## config.mk

```make
export PLATFORM = sky130hd
export DESIGN_NAME = logicnet_lut_layer_prog_flat
export DESIGN_NICKNAME = d
export VERILOG_FILES = /design/src/rtl/logicnet_lut_layer_prog_pkg.sv /design/src/rtl/logicnet_lut_layer_prog_if.sv /design/src/rtl/logicnet_lut_table.sv /design/src/rtl/logicnet_lut_layer_prog.sv /design/src/flat_wrapper.sv
export SDC_FILE = /design/constraint.sdc
export NUM_CORES = 1
export LEC_CHECK = 0
export ABC_AREA = 1
export BUFFER_PORTS_ARGS = -buffer_cell sky130_fd_sc_hd__buf_2
export CORE_ASPECT_RATIO = 1.4
export CORE_MARGIN = 2
export CORE_UTILIZATION = 50
export DETAILED_ROUTE_END_ITERATION = 7
export PLACE_DENSITY = 0.77
export SLEW_MARGIN = 20
export SYNTH_ARGS = -nofsm -noshare
export SYNTH_HDL_FRONTEND = slang
export SYNTH_SLANG_ARGS = --single-unit
```

## constraint.sdc

```tcl
create_clock -name clk -period 6.94 [get_ports clk]
set_input_delay 1.388 -clock clk [delete_from_list [all_inputs] [get_ports clk]]
set_output_delay 1.388 -clock clk [all_outputs]
set_load 0.01 [all_outputs]
```

## src/rtl/logicnet_lut_layer_prog_pkg.sv

```systemverilog
// Shared types and width helpers for the programmable LogicNet LUT layer.
package logicnet_pkg;

  typedef enum logic {
    CLEAR = 1'b0,
    RUN   = 1'b1
  } state_t;

  function automatic int unsigned calc_addr_w(input int unsigned fan_in, input int unsigned in_bits);
    return fan_in * in_bits;
  endfunction

  function automatic int unsigned calc_depth(input int unsigned addr_w);
    return 2 ** addr_w;
  endfunction

  function automatic int unsigned calc_nid_w(input int unsigned num_neurons);
    return (num_neurons <= 1) ? 1 : $clog2(num_neurons);
  endfunction

  // Low bit of neuron idx's field in a packed per-neuron bus.
  function automatic int unsigned slice_lo(input int unsigned idx, input int unsigned width);
    return idx * width;
  endfunction

endpackage

```

## src/rtl/logicnet_lut_layer_prog_if.sv

```systemverilog
// Lookup stream and table-config bundle for the programmable LUT layer.
interface logicnet_lut_layer_prog_if
  import logicnet_pkg::*;
#(
  parameter int unsigned NUM_NEURONS = 4,
  parameter int unsigned FAN_IN      = 3,
  parameter int unsigned IN_BITS     = 2,
  parameter int unsigned OUT_BITS    = 2
);
  localparam int unsigned ADDR_W = calc_addr_w(FAN_IN, IN_BITS);
  localparam int unsigned NID_W  = calc_nid_w(NUM_NEURONS);

  logic                            in_valid;
  logic                            in_ready;
  logic [NUM_NEURONS*ADDR_W-1:0]   in_data;
  logic                            out_valid;
  logic                            out_ready;
  logic [NUM_NEURONS*OUT_BITS-1:0] out_data;
  logic                            cfg_we;
  logic [NID_W-1:0]                cfg_neuron;
  logic [ADDR_W-1:0]               cfg_addr;
  logic [OUT_BITS-1:0]             cfg_data;

  modport master (
    output in_valid, in_data, out_ready, cfg_we, cfg_neuron, cfg_addr, cfg_data,
    input  in_ready, out_valid, out_data
  );

  modport slave (
    input  in_valid, in_data, out_ready, cfg_we, cfg_neuron, cfg_addr, cfg_data,
    output in_ready, out_valid, out_data
  );

endinterface

```

## src/rtl/logicnet_lut_table.sv

```systemverilog
// Single-neuron truth table: one synchronous write port, asynchronous read.
module logicnet_lut_table
  import logicnet_pkg::*;
#(
  parameter int unsigned ADDR_W   = 6,
  parameter int unsigned OUT_BITS = 2
) (
  input  logic                clk,
  input  logic                we,
  input  logic [ADDR_W-1:0]   waddr,
  input  logic [OUT_BITS-1:0] wdata,
  input  logic [ADDR_W-1:0]   raddr,
  output logic [OUT_BITS-1:0] rdata
);
  localparam int unsigned DEPTH = calc_depth(ADDR_W);

  logic [OUT_BITS-1:0] mem [DEPTH];

  always_ff @(posedge clk) begin
    if (we) mem[waddr] <= wdata;
  end

  assign rdata = mem[raddr];

endmodule

```

## src/rtl/logicnet_lut_layer_prog.sv

```systemverilog
// Layer of runtime-programmable neuron LUTs behind a one-stage valid/ready
// register, with a clear sweep that initialises every table entry.
module logicnet_lut_layer_prog
  import logicnet_pkg::*;
#(
  parameter int unsigned         NUM_NEURONS = 4,
  parameter int unsigned         FAN_IN      = 3,
  parameter int unsigned         IN_BITS     = 2,
  parameter int unsigned         OUT_BITS    = 2,
  parameter logic [OUT_BITS-1:0] CLEAR_VAL   = '0
) (
  input  logic                      clk,
  input  logic                      rst_n,
  input  logic                      clear_req,
  output logic                      busy,
  logicnet_lut_layer_prog_if.slave  bus
);
  localparam int unsigned ADDR_W = calc_addr_w(FAN_IN, IN_BITS);
  localparam int unsigned DEPTH  = calc_depth(ADDR_W);
  localparam int unsigned NID_W  = calc_nid_w(NUM_NEURONS);
  localparam logic [ADDR_W:0] LAST = (ADDR_W+1)'(DEPTH - 1);

  state_t                          state, state_n;
  logic [ADDR_W:0]                 cnt, cnt_n;
  logic                            sweep;
  logic                            cfg_ok;
  logic                            accept;
  logic [ADDR_W-1:0]               waddr;
  logic [OUT_BITS-1:0]             wdata;
  logic [NUM_NEURONS*OUT_BITS-1:0] lookup;

  always_ff @(posedge clk or negedge rst_n) begin
    if (!rst_n) begin
      state <= CLEAR;
      cnt   <= '0;
    end else begin
      state <= state_n;
      cnt   <= cnt_n;
    end
  end

  always_comb begin
    state_n = state;
    cnt_n   = cnt;
    unique case (state)
      CLEAR: begin
        if (cnt == LAST) begin
          state_n = RUN;
          cnt_n   = '0;
        end else begin
          cnt_n = cnt + (ADDR_W+1)'(1);
        end
      end
      RUN: begin
        if (clear_req) state_n = CLEAR;
      end
    endcase
  end

  assign sweep       = (state == CLEAR);
  assign busy        = sweep;
  assign bus.in_ready = (state == RUN) && (!bus.out_valid || bus.out_ready);
  assign accept      = bus.in_valid && bus.in_ready;
  assign cfg_ok      = (state == RUN) && bus.cfg_we && (32'(bus.cfg_neuron) < NUM_NEURONS);

  // The sweep owns every table's write port while CLEAR; config writes only in RUN.
  assign waddr = sweep ? cnt[ADDR_W-1:0] : bus.cfg_addr;
  assign wdata = sweep ? CLEAR_VAL : bus.cfg_data;

  for (genvar i = 0; i < NUM_NEURONS; i++) begin : g_neuron
    logic we;
    assign we = sweep || (cfg_ok && (bus.cfg_neuron == NID_W'(i)));

    logicnet_lut_table #(
      .ADDR_W   (ADDR_W),
      .OUT_BITS (OUT_BITS)
    ) u_table (
      .clk   (clk),
      .we    (we),
      .waddr (waddr),
      .wdata (wdata),
      .raddr (bus.in_data[slice_lo(i, ADDR_W) +: ADDR_W]),
      .rdata (lookup[slice_lo(i, OUT_BITS) +: OUT_BITS])
    );
  end

  // Async read sampled at the same edge as any write gives read-before-write.
  always_ff @(posedge clk or negedge rst_n) begin
    if (!rst_n) begin
      bus.out_valid <= 1'b0;
      bus.out_data  <= '0;
    end else if (accept) begin
      bus.out_valid <= 1'b1;
      bus.out_data  <= lookup;
    end else if (bus.out_ready) begin
      bus.out_valid <= 1'b0;
    end
  end

endmodule

```

## src/flat_wrapper.sv

```systemverilog
// flat-port wrapper written by rule: the top's interface ports become plain ports
module logicnet_lut_layer_prog_flat import logicnet_pkg::*;
#(
  parameter int unsigned         NUM_NEURONS = 4,
  parameter int unsigned         FAN_IN      = 3,
  parameter int unsigned         IN_BITS     = 2,
  parameter int unsigned         OUT_BITS    = 2,
  parameter logic [OUT_BITS-1:0] CLEAR_VAL   = '0
)
  (clk, rst_n, clear_req, busy, bus_in_valid, bus_in_data, bus_out_ready, bus_cfg_we, bus_cfg_neuron, bus_cfg_addr, bus_cfg_data, bus_in_ready, bus_out_valid, bus_out_data);
  logicnet_lut_layer_prog_if #(.NUM_NEURONS(NUM_NEURONS), .FAN_IN(FAN_IN), .IN_BITS(IN_BITS), .OUT_BITS(OUT_BITS)) bus_i ();
  input  logic clk;
  input  logic rst_n;
  input  logic clear_req;
  output logic busy;
  input wire logic [$bits(bus_i.in_valid)-1:0] bus_in_valid;
  input wire logic [$bits(bus_i.in_data)-1:0] bus_in_data;
  input wire logic [$bits(bus_i.out_ready)-1:0] bus_out_ready;
  input wire logic [$bits(bus_i.cfg_we)-1:0] bus_cfg_we;
  input wire logic [$bits(bus_i.cfg_neuron)-1:0] bus_cfg_neuron;
  input wire logic [$bits(bus_i.cfg_addr)-1:0] bus_cfg_addr;
  input wire logic [$bits(bus_i.cfg_data)-1:0] bus_cfg_data;
  output wire logic [$bits(bus_i.in_ready)-1:0] bus_in_ready;
  output wire logic [$bits(bus_i.out_valid)-1:0] bus_out_valid;
  output wire logic [$bits(bus_i.out_data)-1:0] bus_out_data;
  assign bus_i.in_valid = bus_in_valid;
  assign bus_i.in_data = bus_in_data;
  assign bus_i.out_ready = bus_out_ready;
  assign bus_i.cfg_we = bus_cfg_we;
  assign bus_i.cfg_neuron = bus_cfg_neuron;
  assign bus_i.cfg_addr = bus_cfg_addr;
  assign bus_i.cfg_data = bus_cfg_data;
  assign bus_in_ready = bus_i.in_ready;
  assign bus_out_valid = bus_i.out_valid;
  assign bus_out_data = bus_i.out_data;
  logicnet_lut_layer_prog #(.NUM_NEURONS(NUM_NEURONS), .FAN_IN(FAN_IN), .IN_BITS(IN_BITS), .OUT_BITS(OUT_BITS), .CLEAR_VAL(CLEAR_VAL)) u_core (.clk(clk), .rst_n(rst_n), .clear_req(clear_req), .busy(busy), .bus(bus_i));
endmodule
```

==> impl_metrics.env <==
export IMPL_overflow=0
export IMPL_syn_area_per_cell_sq_um=10.5
export IMPL_maxCapViolations=0
export IMPL_cp_end_kind="register"
export IMPL_grt_first_pass_wirelength_mm=92.9
export IMPL_cts_tree="done"
export IMPL_relSlewSlack_pct=22.4
export IMPL_numCtsBuffers=48
export IMPL_portBuffers=50
export IMPL_timing_rr_start="u_core.state"
export IMPL_grt_pass1_vias=15831
export IMPL_initial_core_util_pct=50.5
export IMPL_syn2layout_area_growth_pct=9.58
export IMPL_dp_slack_ns=3.00
export IMPL_dp_hpwl_mm=38.0
export IMPL_stdcell_count=2749
export IMPL_synth_cells=2156
export IMPL_postCtsSetupBuffers=0
export IMPL_cts_sinks=529
export IMPL_status="finished clean"
export IMPL_wl_per_cell_um=23.0
export IMPL_ys_warn_count=0
export IMPL_drtIter0Drc=2650
export IMPL_r2r_slack_ns=3.63
export IMPL_nFillCells=3669
export IMPL_via_per_inst=6.05
export IMPL_antenna_left=0
export IMPL_power_frac_seq_pct=50.1
export IMPL_cts_root_buf="clkbuf_16"
export IMPL_combPwrFrac_pct=16.6
export IMPL_dp_cells=2660
export IMPL_gp_congestion=0.882
export IMPL_clock_latency_ns=0.57
export IMPL_worstSetupPathType="in -> reg"
export IMPL_track_usage_pct=26.7
export IMPL_ys_seq_area_share_pct=69.7
export IMPL_coreArea_sq_um=44900
export IMPL_pin_count=51
export IMPL_setup_slack_ns=3.34
export IMPL_critical_path_required_ns=7.45
export IMPL_tns_ns=0
export IMPL_syn_nets=2197
export IMPL_grt_max_degree=89
export IMPL_hold_class="reg -> reg"
export IMPL_arrival_ns=4.12
export IMPL_fmax_ghz=0.278
export IMPL_pwr_share_clk_pct=33.3
export IMPL_tightestPinTransition_ns=1.16
export IMPL_final_core_util_pct=55.3
export IMPL_final_common_cell="nand2_1"
export IMPL_multiInputGateArea_sq_um=6240
export IMPL_critPathMaxFanout=33
export IMPL_netlist_area_sq_um=22700
export IMPL_finalNetCount=2187
export IMPL_p_int_mw=5.67
export IMPL_yosysUniqueCellTypes=26
export IMPL_cts_resized=0
export IMPL_drt_pre_antenna_iters=7
export IMPL_finalClockSkew_ns=0.0204
export IMPL_setup_worst_path_start_class="primary input"
export IMPL_drive_gt1_share_pct=7.28
export IMPL_clk_path_buf_depth=3
export IMPL_clk_pin_slew_ns=0.07
export IMPL_power_leakage_nw=9.76
export IMPL_hold_path_startpoint="u_core.bus.out_data[7]"
export IMPL_ys_seq_elements=529
export IMPL_die_width_um=184
export IMPL_p_sw_share_pct=28.9
export IMPL_r2r_end="u_core.g_neuron[0].u_table.mem[29][0]"
export IMPL_hold_violations=0
export IMPL_holdPathEnd="u_core.bus.out_data[7]"
export IMPL_final_cell_mix="nand2_1, edfxtp_1, nand3_1"
export IMPL_die_h_um=256
export IMPL_drc=0
export IMPL_hold_path_depth=2
export IMPL_r2r_worst_path_cells=8
export IMPL_setup_viol=0
export IMPL_vias=16621
export IMPL_ir_drop_mv=0.219
export IMPL_cts_max_level=2
export IMPL_cellPowerDensity_nw_per_um2=322
export IMPL_cts_hold_buffers=0
export IMPL_die_area_sq_um=47100
export IMPL_seq_area_sq_um=15800
export IMPL_p_switching_mw=2.31
export IMPL_maxSlewViolCount=0
export IMPL_final_period_utilization_pct=51.9
export IMPL_rsz0062_at_grt="no"
export IMPL_antenna_found_initial=3
export IMPL_row_count=92
export IMPL_wl_mm=63.1
export IMPL_post_route_min_period_ns=3.60
## flip-flops by register name, indices dropped and copies added, names as in the netlist
signal and flops:
u_core.g_neuron.u_table.mem 512, u_core.state 1, u_core.bus.out_valid 1, u_core.bus.out_data 8
u_core.cnt 7
## logic make-up after synthesis
group	count (synthesis)	share of synthesized area [%]
xor+xnor	1	0.0387
compound gates	15	0.519
simple gates	1446	26.8
buf+inv	164	2.86
fa+ha+maj	1	0.0552
flops	529	69.7
## worst max-delay path: stages
cell and delay (ns):
buf_2 0.54, clkinv_1 1.03, nand3_1 0.37, nand3_1 0.15, nand3_1 0.12, nand2_1 0.06
nand2_1 0.06, nand3_1 0.09, nand2_1 0.12, nand2_1 0.08, nand2_1 0.08
## per-layer routing
layer	GRT usage (%)	share of wire [%]	vias up	routed length, um
met4	17.8	7.6	2	4790
met1	33.8	34	7898	21400
met3	5.32	12	228	7640
met5	0	0.016	-	10
met2	41.7	46	1131	29300
li1	-	-	7362	-
## Yosys cell counts, drive strengths merged
| cell type | n | share of area (%) |
|---|---|---|
| clkbuf | 94 | 1.6 |
| nand3 | 465 | 10 |
| a31oi | 5 | 0.25 |
| nor2 | 280 | 4.9 |
| a21oi | 4 | 0.10 |
| buf | 28 | 0.60 |
| o22ai | 1 | 0.028 |
| xnor2 | 1 | 0.039 |
| nor3 | 4 | 0.088 |
| ha | 1 | 0.055 |
| inv | 42 | 0.70 |
| dfrtp | 17 | 1.9 |
| o21a | 1 | 0.033 |
| or2 | 2 | 0.055 |
| edfxtp | 512 | 68 |
| o21ai | 4 | 0.10 |
| nand2 | 695 | 12 |
## metrics by stage
| step | hold slack [ns] | power, mW | area [sq um] |
|---|---|---|---|
| 6_report | 0.485 | 7.98 | 24800 |
| 3_3_place_gp | 0.475 | 5.26 | 23300 |
| 2_1_floorplan | 0.458 | 4.86 | 22700 |
| 5_1_grt | 0.515 | 8.22 | 24800 |
| 4_1_cts | 0.490 | 7.95 | 24800 |
| 3_5_place_dp | 0.473 | 5.33 | 23300 |
## power by group through the flow
stage / clock network (mW) / registers, mW / logic (mW)
3_3_place_gp: 0 / 4.05 / 1.21
4_1_cts: 2.68 / 4.00 / 1.28
5_1_grt: 2.79 / 4.02 / 1.41
3_5_place_dp: 0 / 4.06 / 1.27
6_report: 2.66 / 4.00 / 1.32
2_1_floorplan: 0 / 4.05 / 0.807
## cell type report
class                      count  share of cell area (%)
antenna                        2                  0.0202
clock buffer                  63                    5.27
clock inverter                24                    1.01
inverter                      42                   0.675
multi-input combinational   1463                    25.1
sequential                   529                    63.6
tap                          564                    2.84
timing repair buffer          62                    1.38
## worst max-delay path by stage
stage | slack, ns | depth (start not counted) | startpoint | endpoint
after floorplan | 2.00 | 2 | bus_cfg_data[1] | u_core.g_neuron[0].u_table.mem[0][1]
after CTS | 3.57 | 12 | bus_in_data[0] | u_core.bus.out_data[0]
after detailed placement | 3.00 | 12 | bus_in_data[0] | u_core.bus.out_data[0]
after global routing | 3.10 | 11 | bus_in_data[19] | u_core.bus.out_data[7]
after global placement | 3.16 | 12 | bus_in_data[0] | u_core.bus.out_data[1]
final | 3.34 | 11 | bus_in_data[19] | u_core.bus.out_data[7]
Power figures use the tool's default switching activity.
